**config.mk**
```make
export PLATFORM = sky130hd
export DESIGN_NAME = div11_rebuild
export DESIGN_NICKNAME = d
export VERILOG_FILES = /design/src/rtl/div11_rebuild.sv
export SDC_FILE = /design/constraint.sdc
export NUM_CORES = 1
export LEC_CHECK = 0
export CORE_MARGIN = 1
export CORE_UTILIZATION = 50
export DETAILED_ROUTE_END_ITERATION = 8
export GPL_TIMING_DRIVEN = 0
export PLACE_DENSITY = 0.77
export SLEW_MARGIN = 20
export SYNTH_ARGS = -nofsm -noshare
export SYNTH_HDL_FRONTEND = slang
export SYNTH_SLANG_ARGS = --single-unit
export TNS_END_PERCENT = 10
```
**constraint.sdc**
```tcl
create_clock -name clk -period 2.6 [get_ports clk]
set_input_delay 0.26 -clock clk [delete_from_list [all_inputs] [get_ports clk]]
set_output_delay 0.26 -clock clk [all_outputs]
set_load 0.05 [all_outputs]
```
**src/rtl/div11_rebuild.sv**
```systemverilog
// div11_rebuild: digit-serial inverse of the divide-by-11 stage.
// Rebuilds x = 11*q + r two quotient bits per cycle, LSB first. The
// 4-bit carry is the radix-4 remainder state the divider walks through,
// here run in reverse.
//
// Optional feature macro: DIV11_REBUILD_RANGE_CHECK_EN
//   defined   -> err flags r_in > 10 (presented only while out_valid)
//   undefined -> err tied low, no comparator
//
// state  | meaning
// IDLE   | waiting for an operand pair, in_ready=1
// RUN    | consuming one radix-4 quotient digit per cycle
// DONE   | x_out valid, held until out_ready
module div11_rebuild #(
  parameter int N = 16
) (
  input  logic         clk,
  input  logic         rst,
  input  logic         in_valid,
  output logic         in_ready,
  input  logic [N-1:0] q_in,
  input  logic [3:0]   r_in,
  output logic         out_valid,
  input  logic         out_ready,
  output logic [N+3:0] x_out,
  output logic         err
);

  // cnt must hold 0..N/2-1; the +1 keeps CW >= 1 for N=2
  localparam int CW = $clog2(N/2 + 1);

  localparam logic [1:0] S_IDLE = 2'd0;
  localparam logic [1:0] S_RUN  = 2'd1;
  localparam logic [1:0] S_DONE = 2'd2;

  logic [1:0]    state;
  logic [N-1:0]  qreg;
  logic [N-1:0]  res;
  logic [N-1:0]  res_nxt;
  logic [3:0]    carry;
  logic [3:0]    carry_nxt;
  logic [CW-1:0] cnt;
  logic [5:0]    s;
  logic          last;

  // One digit step: low two bits of s become a result digit, the rest
  // (at most 12 even for r_in=15) carries into the next digit.
  always_comb begin
    s         = 6'(qreg[1:0]) * 6'd11 + 6'(carry);
    res_nxt   = (res >> 2) | (N'(s[1:0]) << (N - 2));
    carry_nxt = s[5:2];
  end

  assign last = (cnt == CW'(N / 2 - 1));

  // Handshake FSM and digit datapath; x_out is captured on the last
  // RUN edge so it is stable for the whole of DONE.
  always_ff @(posedge clk or posedge rst) begin
    if (rst) begin
      state <= S_IDLE;
      qreg  <= '0;
      res   <= '0;
      carry <= '0;
      cnt   <= '0;
      x_out <= '0;
    end else begin
      case (state)
        S_IDLE: begin
          if (in_valid) begin
            qreg  <= q_in;
            carry <= r_in;
            res   <= '0;
            cnt   <= '0;
            state <= S_RUN;
          end
        end
        S_RUN: begin
          qreg  <= qreg >> 2;
          res   <= res_nxt;
          carry <= carry_nxt;
          cnt   <= cnt + CW'(1);
          if (last) begin
            x_out <= {carry_nxt, res_nxt};
            state <= S_DONE;
          end
        end
        S_DONE: begin
          if (out_ready) state <= S_IDLE;
        end
        default: state <= S_IDLE;
      endcase
    end
  end

  assign in_ready  = (state == S_IDLE);
  assign out_valid = (state == S_DONE);

`ifdef DIV11_REBUILD_RANGE_CHECK_EN
  logic err_reg;

  // Latch the out-of-range flag with the operand; held through RUN/DONE.
  always_ff @(posedge clk or posedge rst) begin
    if (rst) begin
      err_reg <= 1'b0;
    end else if (state == S_IDLE && in_valid) begin
      err_reg <= (r_in > 4'd10);
    end
  end

  assign err = err_reg & out_valid;
`else
  assign err = 1'b0;
`endif

endmodule

```
==> flow_summary.json <==
{
  "initial_utilization_pct": 53.4,
  "finClkSkew_ps": 5.30,
  "grt_antenna_before_repair": 0,
  "fp.dieW_um": 74.2,
  "cts_buffer_depth": 2,
  "power.total_mw": 4.21,
  "max_slew_margin_pct": 65.5,
  "grt_pass1_wl_um": 9070,
  "grt_max_degree": 32,
  "yosys_register_bits": 60,
  "grt_overflow_total": 0,
  "clock-sinks": 60,
  "cts_buffers": 9,
  "ir_worst_vdd_v": 0.000796,
  "h-tree-depth": 3,
  "drv_cap": 0,
  "rsz0062_at_grt": "no",
  "critPathBufInv": 3,
  "setup_ws_ps": 358,
  "hp-class": "in2async",
  "r2r_end": "carry[1]",
  "finalSetupViolations": 0,
  "slowest_delay_ps": 790,
  "place_ws_ps": 458,
  "synth_fp_nets": 283,
  "nFillCells": 415,
  "final_nets": 340,
  "wl_per_cell_um": 14.2,
  "drt_iter0_markers": 123,
  "p_leak_nw": 1.61,
  "worstPathCellList": "buf_2 -> nand2b_1 -> inv_1 -> clkdlybuf4s50_1",
  "antennaDiodeCount": 0,
  "viasPerCell": 5.29,
  "syn_area_mm2": 0.00260,
  "design_area_mm2": 0.00336,
  "die_h_um": 74.2,
  "portBuffers": 45,
  "clk_latency_ps": 330,
  "cp_num_cells": 4,
  "layout.cells.non_filler": 377,
  "fin_crit_ps": 2240,
  "clk_pin_slew_ps": 60,
  "crit_slowest_cell": "clkdlybuf4s50_1",
  "via_count": 1993,
  "final_cell_mix": "nand2_1 (69), dfrtp_1 (60), clkdlybuf4s50_1 (45)",
  "cp-start-kind": "flip-flop",
  "clockRootBuffer": "clkbuf_8",
  "dr.pass1.iters": 4,
  "synth_warnings": 0,
  "worstMarginPinSlew_ps": 517,
  "layout_commonest_cell": "nand2_1",
  "syn-mean-instance-area_um2": 10.5,
  "fmax_ghz": 0.446,
  "grt_pass1_vias": 1918,
  "status": "finished clean",
  "cts_resized": 0,
  "yosysSeqAreaShare_pct": 57.6,
  "routed_wl_um": 5340,
  "path_delay_family": "buffers and inverters",
  "synth_cell_types": 32,
  "worstRegToRegCells": 7,
  "placedInstanceArea_mm2": 0.00316,
  "gr-usage-all-layers_pct": 22.7,
  "report.final.slew_viol_count": 0,
  "place.gp.congestion": 0.794,
  "final_layout_size_suffix_gt1_share_pct": 10.3,
  "required_ps": 2340,
  "crit_type": "reg2out",
  "syn_inst": 249,
  "powerDensity_mw_per_mm2": 1250,
  "r2r_start": "qreg[0]",
  "end_kind": "primary output",
  "core_mm2": 0.00488,
  "io_pins": 47,
  "post-route-period-util_pct": 86.2,
  "antenna_left": 0,
  "cts_tree": "done",
  "rrSetupSlack_ps": 440,
  "postCtsSetupRepairBufs": 0,
  "cp_max_fo": 10,
  "arrival_ps": 1980,
  "dp_cells": 362,
  "rows": 25,
  "postCtsHoldBufs": 0,
  "hold_violations": 0,
  "drt_drc_violations_left": 0,
  "syn2layout_area_growth_pct": 29.2,
  "die_area_mm2": 0.00550,
  "dp_hpwl_um": 3750
}
==> metrics by stage <==
| stage | hold slack (ps) | setup TNS, ps | utilization (%) |
|---|---|---|---|
| final | 274 | 0 | 68.9 |
| after floorplan | 368 | 0 | - |
| after detailed placement | 458 | 0 | 64.8 |
| after global routing | 309 | 0 | 68.9 |
| after global placement | 461 | -10540 | 64.3 |
| after CTS | 278 | 0 | 68.9 |
==> state kept, by name, indices dropped and copies added, names as in the netlist <==
signal  flops
res        14
carry       4
qreg       16
state       2
x_out      20
cnt         4
==> cell usage after synthesis, drive strengths merged <==
master / count / area share [%]
nand2: 70 / 10
dfrtp: 60 / 58
o21ai: 24 / 4.6
a22o: 18 / 6.1
a22oi: 15 / 4.3
buf: 14 / 3.2
ha: 8 / 3.8
inv: 8 / 1.2
a21oi: 5 / 0.96
a21o: 3 / 0.86
clkbuf: 3 / 0.43
and2: 2 / 0.58
fa: 2 / 1.5
nand2b: 2 / 0.48
nor2: 2 / 0.29
nor2b: 2 / 0.48
a222oi: 1 / 0.38
and2b: 1 / 0.29
and3b: 1 / 0.34
conb: 1 / 0.14
mux2: 1 / 0.58
nand3: 1 / 0.19
nor3: 1 / 0.19
nor3b: 1 / 0.29
o21bai: 1 / 0.29
xnor2: 1 / 0.34
xor2: 1 / 0.34
==> routing by layer <==
metal | share of wire [%] | up-vias | global-route usage [%]
met5 | 0 | - | 0
met4 | 1.2 | 0 | 11.5
met3 | 3.1 | 8 | 4.07
met2 | 46 | 45 | 33.9
met1 | 49 | 980 | 32.0
li1 | - | 960 | -
==> how the worst max path moves through the flow <==
stage	end	from
after floorplan	x_out[17]	qreg[0]
after global placement	qreg[12]	rst
after detailed placement	carry[1]	qreg[0]
after CTS	out_valid	state[0]
after global routing	out_valid	state[0]
final	out_valid	state[0]
==> cells by family after synthesis <==
family | synth area share, %
compound gates | 17.5
simple gates | 13.3
fa+ha+maj | 5.38
buf+inv | 4.80
xor+xnor | 0.673
other cells | 0.144
flops | 57.6
mux | 0.576
==> power breakdown <==
group | switching, mW | internal, mW
Combinational | 1.08 | 0.737
Sequential | 0.245 | 1.30
Clock | 0.327 | 0.517
Total | 1.66 | 2.56
==> area by class of cell <==
| type | instances | area, um2 | share of cell area (%) |
|---|---|---|---|
| sequential | 60 | 1500 | 44.6 |
| multi-input combinational | 164 | 978 | 29.1 |
| timing repair buffer | 46 | 470 | 14.0 |
| clock buffer | 14 | 173 | 5.13 |
| buffer | 17 | 95.1 | 2.83 |
| tap | 67 | 83.8 | 2.49 |
| inverter | 8 | 32.5 | 0.967 |
| clock inverter | 1 | 30.0 | 0.893 |
Note: power is estimated with default switching activity, not from simulation.
